<file path="src/rtl/cpu_types_pkg.sv">
// Shared CPU datapath types for the memory-access stage.
// Word and register-select widths, MEM FSM states, word alignment mask.
package cpu_types_pkg;
    localparam int WORD_W    = 32;
    localparam int RSEL_BITS = 5;

    typedef logic [WORD_W-1:0]    word_t;
    typedef logic [RSEL_BITS-1:0] regbits_t;

    typedef enum logic [0:0] {
        IDLE   = 1'b0,
        ACCESS = 1'b1
    } mem_state_t;

    localparam word_t WORD_ALIGN_MASK = 32'hFFFF_FFFC;
endpackage

</file>
<file path="src/rtl/mem_stage_if.sv">
// Data-cache request/response handshake between MEM stage and dcache.
// The stage is master: it issues requests and waits for dhit.
interface mem_stage_if #(
    parameter int DATA_W = 32
);
    logic              dmemREN;
    logic              dmemWEN;
    logic [DATA_W-1:0] dmemaddr;
    logic [DATA_W-1:0] dmemstore;
    logic              dhit;
    logic [DATA_W-1:0] dmemload;

    modport master (
        output dmemREN, dmemWEN, dmemaddr, dmemstore,
        input  dhit, dmemload
    );

    modport slave (
        input  dmemREN, dmemWEN, dmemaddr, dmemstore,
        output dhit, dmemload
    );
endinterface

</file>
<file path="src/rtl/mem_stage_link_reg.sv">
// LL/SC link register: set by LL, cleared by own stores, SC failure
// and coherence snoops. Addresses arrive already word-aligned.
module link_reg #(
    parameter int DATA_W = 32
) (
    input  logic              clk,
    input  logic              rst,
    input  logic              set,
    input  logic [DATA_W-1:0] set_addr,
    input  logic              clr,
    input  logic [DATA_W-1:0] clr_addr,
    input  logic              kill,
    input  logic              snoop_inv,
    input  logic [DATA_W-1:0] snoop_addr,
    input  logic [DATA_W-1:0] chk_addr,
    output logic              sc_ok,
    output logic              link_valid,
    output logic [DATA_W-1:0] link_addr
);
    logic hit_clr;
    logic hit_snoop;

    assign hit_clr   = clr && (clr_addr == link_addr);
    assign hit_snoop = snoop_inv && (snoop_addr == link_addr);

    // A snoop to the checked address in the same cycle beats the link
    assign sc_ok = link_valid && (link_addr == chk_addr) &&
                   !(snoop_inv && (snoop_addr == chk_addr));

    always_ff @(posedge clk or posedge rst) begin
        if (rst) begin
            link_valid <= 1'b0;
            link_addr  <= '0;
        end else if (set) begin
            link_valid <= 1'b1;
            link_addr  <= set_addr;
        end else if (kill || hit_clr || hit_snoop) begin
            link_valid <= 1'b0;
        end
    end
endmodule

</file>
<file path="src/rtl/mem_stage.sv">
// MEM pipeline stage: dcache handshake, LW/SW/LL/SC, registered writeback.
// Holds EX (ex_ready=0) while a cache access is outstanding.
module mem_stage
    import cpu_types_pkg::*;
#(
    parameter int DATA_W = 32,
    parameter int RSEL_W = 5
) (
    input  logic              CLK,
    input  logic              RST,
    input  logic              ex_valid,
    output logic              ex_ready,
    input  logic [DATA_W-1:0] ex_alu_out,
    input  logic [DATA_W-1:0] ex_store_data,
    input  logic              ex_ren,
    input  logic              ex_wen,
    input  logic              ex_ll,
    input  logic              ex_sc,
    input  logic              ex_regwrite,
    input  logic [RSEL_W-1:0] ex_wsel,
    input  logic              ex_halt,
    input  logic              flush,
    input  logic              snoop_inv,
    input  logic [DATA_W-1:0] snoop_addr,
    mem_stage_if.master       dc,
    output logic              wb_valid,
    output logic              wb_regwrite,
    output logic [RSEL_W-1:0] wb_wsel,
    output logic [DATA_W-1:0] wb_data,
    output logic              misalign,
    output logic              halt
);
    localparam logic [0:0] ST_IDLE   = IDLE;
    localparam logic [0:0] ST_ACCESS = ACCESS;
    localparam logic [DATA_W-1:0] AMASK = ~DATA_W'(~WORD_ALIGN_MASK);

    logic [0:0]        state;
    logic              req_ren, req_wen, req_ll, req_sc;
    logic [DATA_W-1:0] addr_q, store_q;
    logic              rw_q;
    logic [RSEL_W-1:0] wsel_q;

    logic              idle, accept, is_mem, unaligned;
    logic              sc_ok, sc_bad, go, done;
    logic              op_alu, op_mis, op_scf;
    logic [DATA_W-1:0] word_addr;
    logic              link_valid;
    logic [DATA_W-1:0] link_addr;

    assign idle      = (state == ST_IDLE);
    assign ex_ready  = idle;
    assign accept    = ex_valid && idle && !flush && !halt;
    assign is_mem    = ex_ren || ex_wen;
    assign unaligned = |ex_alu_out[1:0];
    assign word_addr = ex_alu_out & AMASK;
    assign sc_bad    = ex_sc && ex_wen && !sc_ok;
    assign done      = !idle && dc.dhit;

    // Mutually exclusive decode of an accepted instruction
    assign op_alu = !is_mem;
    assign op_mis = is_mem && unaligned;
    assign op_scf = is_mem && !unaligned && sc_bad;
    assign go     = accept && is_mem && !unaligned && !sc_bad;

    assign dc.dmemREN   = req_ren;
    assign dc.dmemWEN   = req_wen;
    assign dc.dmemaddr  = addr_q;
    assign dc.dmemstore = store_q;

    link_reg #(.DATA_W(DATA_W)) u_link (
        .clk        (CLK),
        .rst        (RST),
        .set        (done && req_ll),
        .set_addr   (addr_q),
        .clr        (done && req_wen),
        .clr_addr   (addr_q),
        .kill       (accept && op_scf),
        .snoop_inv  (snoop_inv),
        .snoop_addr (snoop_addr & AMASK),
        .chk_addr   (word_addr),
        .sc_ok      (sc_ok),
        .link_valid (link_valid),
        .link_addr  (link_addr)
    );

    always_ff @(posedge CLK or posedge RST) begin
        if (RST) begin
            state       <= ST_IDLE;
            req_ren     <= 1'b0;
            req_wen     <= 1'b0;
            req_ll      <= 1'b0;
            req_sc      <= 1'b0;
            addr_q      <= '0;
            store_q     <= '0;
            rw_q        <= 1'b0;
            wsel_q      <= '0;
            wb_valid    <= 1'b0;
            wb_regwrite <= 1'b0;
            wb_wsel     <= '0;
            wb_data     <= '0;
            misalign    <= 1'b0;
            halt        <= 1'b0;
        end else begin
            wb_valid <= 1'b0;
            misalign <= 1'b0;
            if (accept && ex_halt)
                halt <= 1'b1;
            if (accept) begin
                unique case (1'b1)
                    op_alu: begin
                        wb_valid    <= 1'b1;
                        wb_regwrite <= ex_regwrite;
                        wb_wsel     <= ex_wsel;
                        wb_data     <= ex_alu_out;
                    end
                    op_mis: begin
                        wb_valid    <= 1'b1;
                        misalign    <= 1'b1;
                        wb_regwrite <= 1'b0;
                        wb_wsel     <= ex_wsel;
                        wb_data     <= '0;
                    end
                    op_scf: begin
                        wb_valid    <= 1'b1;
                        wb_regwrite <= ex_regwrite;
                        wb_wsel     <= ex_wsel;
                        wb_data     <= '0;
                    end
                    default: begin
                        state   <= ST_ACCESS;
                        req_ren <= ex_ren;
                        req_wen <= ex_wen;
                        req_ll  <= ex_ll && ex_ren;
                        req_sc  <= ex_sc && ex_wen;
                        addr_q  <= word_addr;
                        store_q <= ex_store_data;
                        rw_q    <= ex_regwrite;
                        wsel_q  <= ex_wsel;
                    end
                endcase
            end else if (done) begin
                state       <= ST_IDLE;
                req_ren     <= 1'b0;
                req_wen     <= 1'b0;
                wb_valid    <= 1'b1;
                wb_regwrite <= rw_q;
                wb_wsel     <= wsel_q;
                wb_data     <= req_ren ? dc.dmemload : DATA_W'(req_sc);
            end
        end
    end
endmodule

</file>
<file path="src/flat_wrapper.sv">
// flat-port wrapper written by rule: the top's interface ports become plain ports
module mem_stage_flat import cpu_types_pkg::*;
#(
    parameter int DATA_W = 32,
    parameter int RSEL_W = 5
)
  (CLK, RST, ex_valid, ex_ready, ex_alu_out, ex_store_data, ex_ren, ex_wen, ex_ll, ex_sc, ex_regwrite, ex_wsel, ex_halt, flush, snoop_inv, snoop_addr, wb_valid, wb_regwrite, wb_wsel, wb_data, misalign, halt, dc_dmemREN, dc_dmemWEN, dc_dmemaddr, dc_dmemstore, dc_dhit, dc_dmemload);
  mem_stage_if #(.DATA_W(DATA_W)) dc_i ();
  input  logic CLK;
  input  logic RST;
  input  logic ex_valid;
  output logic ex_ready;
  input  logic [DATA_W-1:0] ex_alu_out;
  input  logic [DATA_W-1:0] ex_store_data;
  input  logic ex_ren;
  input  logic ex_wen;
  input  logic ex_ll;
  input  logic ex_sc;
  input  logic ex_regwrite;
  input  logic [RSEL_W-1:0] ex_wsel;
  input  logic ex_halt;
  input  logic flush;
  input  logic snoop_inv;
  input  logic [DATA_W-1:0] snoop_addr;
  output logic wb_valid;
  output logic wb_regwrite;
  output logic [RSEL_W-1:0] wb_wsel;
  output logic [DATA_W-1:0] wb_data;
  output logic misalign;
  output logic halt;
  output wire logic [$bits(dc_i.dmemREN)-1:0] dc_dmemREN;
  output wire logic [$bits(dc_i.dmemWEN)-1:0] dc_dmemWEN;
  output wire logic [$bits(dc_i.dmemaddr)-1:0] dc_dmemaddr;
  output wire logic [$bits(dc_i.dmemstore)-1:0] dc_dmemstore;
  input wire logic [$bits(dc_i.dhit)-1:0] dc_dhit;
  input wire logic [$bits(dc_i.dmemload)-1:0] dc_dmemload;
  assign dc_dmemREN = dc_i.dmemREN;
  assign dc_dmemWEN = dc_i.dmemWEN;
  assign dc_dmemaddr = dc_i.dmemaddr;
  assign dc_dmemstore = dc_i.dmemstore;
  assign dc_i.dhit = dc_dhit;
  assign dc_i.dmemload = dc_dmemload;
  mem_stage #(.DATA_W(DATA_W), .RSEL_W(RSEL_W)) u_core (.CLK(CLK), .RST(RST), .ex_valid(ex_valid), .ex_ready(ex_ready), .ex_alu_out(ex_alu_out), .ex_store_data(ex_store_data), .ex_ren(ex_ren), .ex_wen(ex_wen), .ex_ll(ex_ll), .ex_sc(ex_sc), .ex_regwrite(ex_regwrite), .ex_wsel(ex_wsel), .ex_halt(ex_halt), .flush(flush), .snoop_inv(snoop_inv), .snoop_addr(snoop_addr), .dc(dc_i), .wb_valid(wb_valid), .wb_regwrite(wb_regwrite), .wb_wsel(wb_wsel), .wb_data(wb_data), .misalign(misalign), .halt(halt));
endmodule
</file>
<file path="config.mk">
export PLATFORM = sky130hd
export DESIGN_NAME = mem_stage_flat
export DESIGN_NICKNAME = d
export VERILOG_FILES = /design/src/rtl/cpu_types_pkg.sv /design/src/rtl/mem_stage_if.sv /design/src/rtl/mem_stage_link_reg.sv /design/src/rtl/mem_stage.sv /design/src/flat_wrapper.sv
export SDC_FILE = /design/constraint.sdc
export NUM_CORES = 1
export LEC_CHECK = 0
export ABC_AREA = 0
export CAP_MARGIN = 20
export CELL_PAD_IN_SITES_DETAIL_PLACEMENT = 1
export CELL_PAD_IN_SITES_GLOBAL_PLACEMENT = 2
export CORE_MARGIN = 2
export CORE_UTILIZATION = 29
export DETAILED_ROUTE_END_ITERATION = 12
export GPL_TIMING_DRIVEN = 0
export PLACE_DENSITY_LB_ADDON = 0.1
export SLEW_MARGIN = 10
export SYNTH_ARGS = -nofsm -noshare
export SYNTH_HDL_FRONTEND = slang
export SYNTH_SLANG_ARGS = --single-unit
export TNS_END_PERCENT = 50
</file>
<file path="constraint.sdc">
create_clock -name CLK -period 6.4 [get_ports CLK]
set_clock_uncertainty 0.05 [all_clocks]
set_input_delay 1.28 -clock CLK [delete_from_list [all_inputs] [get_ports CLK]]
set_output_delay 1.28 -clock CLK [all_outputs]
set_load 0.05 [all_outputs]
</file>
==> results of run 1 <==
[cell usage after synthesis, types with 2 or more instances]
cell,count
mux2i_1,5
clkbuf_1,18
inv_1,5
buf_1,3
nor4_1,18
nand2_1,55
mux2_1,54
dfrtp_1,145
nor3_1,3
nor2_1,5
xnor2_1,69
o21ai_0,33
buf_4,4
nand3_1,8
buf_2,4
nand4_1,20
buf_6,6
a32oi_1,30
and3_1,2
mux2_2,81
xor2_1,51
[per-layer routing]
layer,vias to the layer above,GRT usage [%],routed length (um)
met1,3066,26.0,12100
met5,-,0,0
met3,20,4.87,1540
li1,2804,-,-
met2,167,35.1,13600
met4,0,6.09,433
[worst max-delay path by stage]
stage | to | start | cells after the start
global route | u_core.wb_data[8] | ex_alu_out[18] | 9
CTS | u_core.wb_data[9] | ex_alu_out[18] | 9
global placement | u_core.wb_data[29] | RST | 2
finish | u_core.wb_data[9] | ex_alu_out[18] | 9
floorplan | u_core.dc.dmemREN | RST | 1
detailed placement | u_core.wb_data[6] | ex_alu_out[18] | 9
[stage by stage]
stage / TNS (ns) / power, mW / worst slack [ns] / std cells
final: 0 / 4.13 / 2.18 / 1244
after global placement: -168.47 / 3.08 / -1.18 / 1211
after floorplan: 0 / 2.43 / 1.18 / 633
after global routing: 0 / 4.33 / 1.96 / 1244
after detailed placement: 0 / 3.12 / 1.69 / 1212
after CTS: 0 / 4.17 / 2.11 / 1244
[power breakdown]
part	leakage, nW	switching (mW)	internal [mW]
Sequential	1.85	0.252	1.16
Clock	0.280	0.441	0.594
Combinational	2.37	0.998	0.686
Total	4.51	1.69	2.44
[sequential cells by signal, summed over array words and instances, names as in the netlist]
register and count:
u_core.dc.dmemREN 1, u_core.dc.dmemWEN 1, u_core.dc.dmemaddr 30, u_core.dc.dmemstore 32, u_core.halt 1, u_core.misalign 1, u_core.req_ll 1, u_core.req_sc 1
u_core.rw_q 1, u_core.state 1, u_core.u_link.link_addr 30, u_core.u_link.link_valid 1, u_core.wb_data 32, u_core.wb_regwrite 1, u_core.wb_valid 1, u_core.wb_wsel 5
u_core.wsel_q 5
[worst max-delay path: cells and delay by family]
kind	cells	cell delay, ns
xor gates and xnor gates	1	0.34
and+or+nand+nor	2	0.66
muxes	1	0.36
AOI/OAI and AO/OA	2	0.66
buffers and inverters	3	1.16
[cells by family (layout without fill, tap and decap cells)]
kind of cell | after synthesis | in the layout | synth area share, %
DFF | 145 | 145 | 48.2
muxes | 140 | 140 | 20.9
xor gates and xnor gates | 120 | 120 | 14.0
and+or+nand+nor | 112 | 112 | 7.14
AOI/OAI and AO/OA | 74 | 74 | 6.87
buffers and inverters | 40 | 321 | 2.86
other | 1 | 2 | 0.0499
[cell type report]
class                           count  area, um^2  share of cell area (%)
Clock inverter                     13         153                    1.38
Buffer                             35         196                    1.78
Tap cell                          330         413                    3.74
Clock buffer                       19         443                    4.01
Sequential cell                   145        3630                    32.8
Timing Repair Buffer              249        2510                    22.7
Inverter                            5        26.3                   0.238
Multi-Input combinational cell    448        3680                    33.3
==> out/qor.yml, run 1 <==
grt:
  track_usage_pct: 20.6
  grt_pass1_wl_mm: 41.3
  grt_max_degree: 94
  antenna_found_initial: 1
  grt_pass1_vias: 6727
  grt_overflow: 0
cts:
  post-cts-setup-buffer-count: 0
  cts_resized: 0
  cts_root_buf: "clkbuf_16"
  clkLatencyLatePin_ns: 0.42
  cts-htree-levels: 4
  path_clk_slew_ns: 0.07
  hold_buffers: 0
  cts_tree: "yes"
  clock_sinks: 145
  clockBufferDepth: 2
  numCtsBuffers: 17
final_layout:
  fin_nets: 1046
  fillers: 2701
  antennaDiodeCount: 0
  mostFrequentLayoutCells: "clkdlybuf4s50_1, dfrtp_1, mux2_2"
  fin_area_um2: 11100
  area_growth_pct: 46.9
  final_common_cell: "clkdlybuf4s50_1"
  fin_util_pct: 43.6
  final_layout_size_suffix_gt1_share_pct: 14.1
worst_setup_path:
  cp-end-kind: "flip-flop"
  reg2reg_to: "u_core.wb_data[9]"
  critPathLaunchType: "input pin"
  worst_ep_required_time_ns: 6.66
  cp.arrival_ns: 4.48
  path_class: "in2reg"
  path_cells: "clkdlybuf4s50_1 -> xnor2_1 -> nand4_1 -> nor4_1 -> a211oi_1 -> a21oi_1 -> buf_2 -> buf_4 -> mux2_2"
  cpMaxStageDelayCell: "clkdlybuf4s50_1"
  r2r_slack_ns: 3.26
  critPathMaxStageDelay_ns: 0.53
  reg2reg_depth: 8
  path_max_fanout: 10
  r2r-start: "u_core.u_link.link_addr[25]"
logic_synthesis:
  synthesis.area_um2: 7520
  ys_top_cells_by_area: "dfrtp_1, mux2_2, mux2_1"
  yosysUniqueCellTypes: 34
  synth_top_area_share_pct: 48.2
  synth_top_area_cell: "dfrtp_1"
  synth_edf_count: 0
  ys_seq_area_share_pct: 48.2
  synth-main-ff-cell: "dfrtp_1"
  avgSynthCellArea_um2: 11.9
  postSynthCellCount: 632
  ys_seq_elements: 145
  synthArstFlopShare_pct: 100
  ys_warn_count: 0
flow_run:
  maxCapViolCount: 0
floorplan:
  start_util_pct: 29.7
  die-area_um2: 27200
  row_count: 58
  pin_count: 253
  fp.dieH_um: 165
  die_x_um: 165
  fp.coreArea_um2: 25300
timing:
  worst_slew_pin_slew_ns: 0.793
  fmax_ghz: 0.237
  rsz0062_at_grt: "false"
  post-route-period-util_pct: 66.0
  setup_viol: 0
  drv_slew: 0
  hold_viol: 0
  hold_ws_ns: 0.440
  slew_headroom_pct: 47.1
  finalCriticalPeriod_ns: 4.22
route:
  antenna_left: 0
  drt-vias-per-instance: 4.87
  routed_wl_mm: 27.6
  vias: 6057
  dr.pass1.iters: 4
  drc: 0
  drt_iter0_drc: 205
  wl_per_cell_um: 22.2
power:
  vdd_ir_drop_max_v: 0.000176
  p_per_area_nw_per_um2: 374
  leakage_nw: 4.51
worst_hold_path:
  hp-class: "reg2reg"
  hold_depth: 1
  worstHoldStart: "u_core.halt"
  hold_path_end: "u_core.halt"
placed_design:
  dpl.hpwl_mm: 21.1
  place.gp.congestion: 0.871
  place_area_um2: 10500
  portBuffers: 248
run_status:
  outcome: "finished, final reports clean"
No activity file was read; power rests on OpenSTA's default activity.
==> inputs of run 2 (changes only) <==
==> constraint.sdc (replaced) <==
create_clock -name CLK -period 4.03 [get_ports CLK]
set_clock_uncertainty 0.05 [all_clocks]
set_input_delay 0.806 -clock CLK [delete_from_list [all_inputs] [get_ports CLK]]
set_output_delay 0.806 -clock CLK [all_outputs]
set_load 0.05 [all_outputs]
==> run 2 against run 1 <==
Effect of this change:
- global-route usage up 0.50 points
- combinational power up 60%
- core utilization up 0.15 points
- first-iteration DRC count up 6.8%
- critical path depth unchanged
- power up 57%
- final area up 0.35%
- hold slack worse by 0.0045 ns
- largest cell class unchanged
- via count up 1.3%
- count of clock-buffer cells in the layout up 1
==> out/qor.yml, run 2 (same netlist as run 1, synthesis figures left out) <==
run_status:
  outcome: "finished, final reports clean"  # unchanged
floorplan:
  fp.dieH_um: 165  # unchanged
  start_util_pct: 29.7  # unchanged
  die_x_um: 165  # unchanged
  fp.coreArea_um2: 25300  # unchanged
  pin_count: 253  # unchanged
  die-area_um2: 27200  # unchanged
  row_count: 58  # unchanged
placed_design:
  portBuffers: 248  # unchanged
  place_area_um2: 10500  # about the same
  place.gp.congestion: 0.881  # was 0.871
  dp.cells: 1215  # was 1212
  dpl.hpwl_mm: 21.7  # was 21.1 mm
worst_setup_path:
  cp-end-kind: "flip-flop"  # unchanged
  worst_ep_required_time_ns: 4.28  # was 6.66 ns
  critPathLaunchType: "input pin"  # unchanged
  path_class: "in2reg"  # unchanged
  path_max_fanout: 10  # unchanged
  cp.arrival_ns: 4.12  # was 4.48 ns
final_layout:
  final_common_cell: "clkdlybuf4s50_1"  # unchanged
  final_layout_size_suffix_gt1_share_pct: 14.5  # was 14.1%
  fin_nets: 1049  # was 1046
  mostFrequentLayoutCells: "clkdlybuf4s50_1, dfrtp_1, mux2_2"  # unchanged
  fin_area_um2: 11100  # about the same
  fin_cells: 1247  # was 1244
  area_growth_pct: 47.4  # was 46.9%
  antennaDiodeCount: 0  # unchanged
grt:
  grt_pass1_wl_mm: 42.4  # was 41.3 mm
  grt_pass1_vias: 7010  # was 6727
  grt_max_degree: 36  # was 94
  grtUsageMet1_pct: 26.8  # was 26.0%
  busiest_layer: "met2"  # unchanged
  grt_util_met3_pct: 5.00  # was 4.87%
  grt_overflow: 0  # unchanged
  grt_use_met2_pct: 36.0  # was 35.1%
  antenna_found_initial: 0  # was 1
  track_usage_pct: 21.1  # was 20.6%
power:
  seqPwrFrac_pct: 34.4  # was 34.2%
  p_int_mw: 3.83  # was 2.44 mW
  p_switching_mw: 2.66  # was 1.69 mW
  clockPowerShare_pct: 24.3  # was 25.0%
  switching_share_pct: 41.0  # was 40.9%
  leakage_nw: 4.52  # was 4.51 nW
  p_per_area_nw_per_um2: 586  # was 374 nW/um^2
  vdd_ir_drop_max_v: 0.000376  # was 0.000176 V
  total_power_mw: 6.49  # was 4.13 mW
  p_comb_share_pct: 41.2  # was 40.8%
cts:
  path_clk_slew_ns: 0.06  # was 0.07 ns
  cts-htree-levels: 4  # unchanged
  cts_root_buf: "clkbuf_16"  # unchanged
  numCtsBuffers: 17  # unchanged
  clkLatencyLatePin_ns: 0.42  # about the same
  clockBufferDepth: 2  # unchanged
  hold_buffers: 0  # unchanged
  clock_sinks: 145  # unchanged
  cts_tree: "yes"  # unchanged
flow_run:
  maxCapViolCount: 0  # unchanged
timing:
  rsz0062_at_grt: "false"  # unchanged
  fmax_ghz: 0.258
  slew_headroom_pct: 42.3  # was 47.1%
  worst_slew_pin_slew_ns: 0.862  # was 0.793 ns
  hold_ws_ns: 0.436  # was 0.440 ns
  drv_slew: 0  # unchanged
  hold_viol: 0  # unchanged
  setup-tns-final_ns: 0  # unchanged
  finalCriticalPeriod_ns: 3.87
  setup_viol: 0  # unchanged
  post-route-period-util_pct: 96.0
route:
  antenna_left: 0  # unchanged
  wl_per_cell_um: 22.4  # was 22.2 um
  dr.pass1.iters: 4  # unchanged
  drc: 0  # unchanged
  drt-vias-per-instance: 4.92  # was 4.87
  routed_wl_mm: 27.9  # was 27.6 mm
  vias: 6138  # was 6057
  drt_iter0_drc: 219  # was 205
worst_hold_path:
  hp-class: "reg2reg"  # unchanged
-- run 2: what timing repair did --
action	4_1_cts	5_1_grt
buffers inserted	0	0
endpoints found under the setup margin	0	10
resized for setup	0	1
-- run 2: power by group through the flow --
stage / clock [mW] / sequential (mW) / combinational [mW]
2_1_floorplan: 0 / 3.06 / 0.802
3_3_place_gp: 0 / 2.24 / 2.66
3_5_place_dp: 0 / 2.26 / 2.69
4_1_cts: 1.64 / 2.24 / 2.71
5_1_grt: 1.70 / 2.30 / 2.83
6_report: 1.58 / 2.24 / 2.68
-- run 2: per-stage QoR --
step | utilization, % | setup WS [ns]
finish | 43.8 | 0.160
global route | 43.8 | 0.0599
CTS | 43.8 | 0.0627
detailed placement | 41.5 | -0.384
global placement | 41.2 | -0.414
floorplan | - | 1.30
-- run 2: cell type report --
class,count,area (um^2)
Buffer,35,196
Clock buffer,20,457
Clock inverter,12,123
Fill cell,2696,14200
Inverter,5,22.5
Multi-Input combinational cell,448,3690
Sequential cell,145,3630
Tap cell,330,413
Timing Repair Buffer,252,2560
-- run 2: per-layer routing --
metal / share of wire (%) / wire, um / vias up
met5: 0 / 0 / -
met4: 1.7 / 477 / 0
li1: - / - / 2809
met2: 50 / 13900 / 192
met1: 42 / 11800 / 3106
met3: 6.2 / 1720 / 31
-- run 2: critical path, cell delays in order --
cell	delay [ns]
clkdlybuf4s50_1	0.52
xnor2_1	0.40
nand4_1	0.26
nor4_2	0.43
a211oi_1	0.25
a21oi_1	0.43
buf_2	0.34
buf_4	0.30
mux2_2	0.36
-- run 2: path summary, 6_finish.rpt --
path	end	from	cells after the start	slack (ns)
max in group asynchronous	u_core.u_link.link_addr[30]	RST	5	2.15
max	u_core.wb_data[9]	ex_alu_out[18]	9	0.16
min	u_core.dc.dmemstore[29]	u_core.dc.dmemstore[29]	1	0.44
max reg2reg	u_core.wb_data[9]	u_core.u_link.link_addr[25]	8	0.80
min in group asynchronous	u_core.dc.dmemstore[9]	RST	2	0.74
min reg2reg	u_core.dc.dmemstore[29]	u_core.dc.dmemstore[29]	1	0.44
==> inputs of run 3 (changes only) <==
--- a/config.mk
+++ b/config.mk
@@ -10,7 +10,7 @@
 export CELL_PAD_IN_SITES_DETAIL_PLACEMENT = 1
 export CELL_PAD_IN_SITES_GLOBAL_PLACEMENT = 2
 export CORE_MARGIN = 2
-export CORE_UTILIZATION = 29
+export CORE_UTILIZATION = 26
 export DETAILED_ROUTE_END_ITERATION = 12
 export GPL_TIMING_DRIVEN = 0
 export PLACE_DENSITY_LB_ADDON = 0.1
==> constraint.sdc (replaced) <==
create_clock -name CLK -period 3.5 [get_ports CLK]
set_clock_uncertainty 0.05 [all_clocks]
set_input_delay 0.7 -clock CLK [delete_from_list [all_inputs] [get_ports CLK]]
set_output_delay 0.7 -clock CLK [all_outputs]
set_load 0.05 [all_outputs]
==> run 3 against run 2 <==
Effect of this change:
- combinational power rose by 16%
- first-iteration DRC count decreased by 2.7%
- worst setup slack lost 0.034 ns
- via count fell by 0.72%
- global-route usage down 1.6 points
- critical endpoint is now u_core.dc.dmemaddr[19]
- count of clock-buffer cells in the layout is 2 lower
- power rose by 20%
- cell count rose by 4.2%
- hold slack better by 0.0021 ns
- wire length is 3.6% higher
- die area grew 11%
==> out/qor.yml, run 3 (same netlist as run 1, synthesis figures left out) <==
grt:
  grt_pass1_wl_mm: 44.4  # was 42.4 mm
  grt_max_degree: 38  # was 36
  track_usage_pct: 19.6  # was 21.1%
  grt_overflow: 0  # unchanged
  antenna_found_initial: 1  # was 0
  grt_pass1_vias: 6807  # was 7010
route:
  routed_wl_mm: 28.9  # was 27.9 mm
  drc: 0  # unchanged
  wl_met3_mm: 1.82  # was 1.72 mm
  drt-vias-per-instance: 4.69  # was 4.92
  drt_iter0_drc: 213  # was 219
  dr.pass1.iters: 4  # unchanged
  wl_per_cell_um: 22.2  # was 22.4 um
  vias: 6094  # was 6138
  antenna_left: 0  # unchanged
  top_layer_used: "met5"  # was met4
  wl_met2_mm: 14.0  # was 13.9 mm
  met1_length_mm: 12.8  # was 11.8 mm
timing:
  setup-tns-final_ns: 0  # unchanged
  setup_viol: 0  # unchanged
  drv_slew: 0  # unchanged
  finalCriticalPeriod_ns: 3.37
  fmax_ghz: 0.296
  worst_slew_pin_slew_ns: 0.809  # was 0.862 ns
  post-route-period-util_pct: 96.4
  hold_viol: 0  # unchanged
  slew_headroom_pct: 46.0  # was 42.3%
  rsz0062_at_grt: "false"  # unchanged
cts:
  cts-htree-levels: 4  # unchanged
  post-cts-setup-buffer-count: 0  # unchanged
  path_clk_slew_ns: 0.07  # was 0.06 ns
  numCtsBuffers: 17  # unchanged
  clockBufferDepth: 2  # unchanged
  cts_root_buf: "clkbuf_16"  # unchanged
  cts_tree: "yes"  # unchanged
  clock_sinks: 145  # unchanged
  clkLatencyLatePin_ns: 0.42  # about the same
worst_setup_path:
  cp.arrival_ns: 3.62  # was 4.12 ns
  path_max_fanout: 10  # unchanged
  cp-end-kind: "flip-flop"  # unchanged
  path_class: "in2reg"  # unchanged
  critPathBufInv: 3  # unchanged
  path_cells: "clkdlybuf4s50_1 -> xor2_1 -> nor4_1 -> nand4_1 -> a211o_4 -> a211oi_4 -> buf_6 -> buf_6 -> mux2_1"  # was clkdlybuf4s50_1 -> xnor2_1 -> nand4_1 -> nor4_2 -> a211oi_1 -> a21oi_1 -> buf_2 -> buf_4 -> mux2_2
  r2r_slack_ns: 0.57  # was 0.80 ns
  path_delay_family: "buffers and inverters"  # unchanged
  critPathLaunchType: "input pin"  # unchanged
  crit_top_cell: "buf_6"
  worst_ep_required_time_ns: 3.74  # was 4.28 ns
  critPathMaxStageDelay_ns: 0.59  # was 0.52 ns
  cpMaxStageDelayCell: "clkdlybuf4s50_1"  # unchanged
final_layout:
  fin_util_pct: 39.5  # was 43.8%
  fin_nets: 1049  # unchanged
  final_layout_size_suffix_gt1_share_pct: 15.3  # was 14.5%
  final_common_cell: "clkdlybuf4s50_1"  # unchanged
  fin_area_um2: 11300  # was 11100 um^2
  area_growth_pct: 50.2  # was 47.4%
  antennaDiodeCount: 0  # unchanged
  mostFrequentLayoutCells: "clkdlybuf4s50_1, dfrtp_1, mux2_2"  # unchanged
floorplan:
  die-area_um2: 30300  # was 27200 um^2
  fp.coreArea_um2: 28600  # was 25300 um^2
  pin_count: 253  # unchanged
  start_util_pct: 26.3  # was 29.7%
  row_count: 62  # was 58
  fp.dieH_um: 174  # was 165 um
  die_x_um: 174  # was 165 um
power:
  vdd_ir_drop_max_v: 0.000321  # was 0.000376 V
  p_per_area_nw_per_um2: 687  # was 586 nW/um^2
  total_power_mw: 7.76  # was 6.49 mW
  leakage_nw: 4.61  # was 4.52 nW
run_status:
  outcome: "finished, final reports clean"  # unchanged
placed_design:
  dpl.hpwl_mm: 22.5  # was 21.7 mm
  portBuffers: 248  # unchanged
  place.gp.congestion: 0.833  # was 0.881
  place_area_um2: 10600  # was 10500 um^2
flow_run:
  maxCapViolCount: 0  # unchanged
worst_hold_path:
  hp-class: "reg2reg"  # unchanged
==> run 3: changes by cell type in the layout (fill, tap and decap cells not counted), sizes merged <==
cell,previous run,this run
clkinvlp,4,2
bufinv,1,5
clkbuf,38,36
clkinv,3,4
clkdlybuf4s50,248,244
inv,9,6
dlymetal6s2s,0,4
==> run 3: area by class of cell <==
cell class / count / area (um^2)
Buffer: 35 / 204
Clock buffer: 18 / 439
Clock inverter: 12 / 206
Fill cell: 3057 / 17300
Inverter: 5 / 22.5
Multi-Input combinational cell: 448 / 3750
Sequential cell: 145 / 3630
Tap cell: 384 / 480
Timing Repair Buffer: 252 / 2570
==> run 3: worst register-to-register path, cell delays in order (launching register included) <==
cell and delay, ns:
dfrtp_1 0.46, xor2_1 0.22, nor4_2 0.33, nand4_1 0.21
a211o_4 0.43, a211oi_4 0.33, buf_6 0.22, buf_6 0.20
mux2_1 0.36
==> run 3: what timing repair did <==
action / in CTS / in global routing
hold buffers: 0 / 0
pin swaps: 0 / 0
gates resized for setup: 8 / 9
setup endpoints to repair: 64 / 64
==> run 3: metrics by stage <==
stage / hold slack [ns] / cells / worst slack [ns]
final: 0.438 / 1299 / 0.126
after global routing: 0.467 / 1299 / 0.0130
after CTS: 0.442 / 1299 / 0.0113
after detailed placement: 0.428 / 1269 / -0.620
after global placement: 0.417 / 1265 / -0.632
after floorplan: 0.403 / 633 / 0.874
==> run 3: metal layers <==
| metal | vias up | GRT usage [%] |
|---|---|---|
| met5 | - | 0 |
| met1 | 3089 | 25.9 |
| met2 | 183 | 32.3 |
| met3 | 12 | 5.01 |
| met4 | 2 | 4.17 |
| li1 | 2808 | - |
==> run 3: worst paths after layout <==
| path | startpoint | to | depth (start not counted) |
|---|---|---|---|
| worst min register to register | u_core.dc.dmemstore[4] | u_core.dc.dmemstore[4] | 1 |
| max in group asynchronous | RST | u_core.wb_data[10] | 4 |
| worst max-delay path | ex_alu_out[27] | u_core.dc.dmemaddr[19] | 9 |
| worst min-delay path | u_core.dc.dmemstore[4] | u_core.dc.dmemstore[4] | 1 |
| min in group asynchronous | RST | u_core.wb_data[13] | 2 |
| worst max register to register | u_core.u_link.link_addr[25] | u_core.dc.dmemaddr[19] | 8 |
==> run 3: report_power, final <==
| part | internal (mW) | switching [mW] | total [mW] |
|---|---|---|---|
| combinational | 1.26 | 1.84 | 3.10 |
| sequential | 2.12 | 0.470 | 2.59 |
| clock | 1.29 | 0.786 | 2.07 |
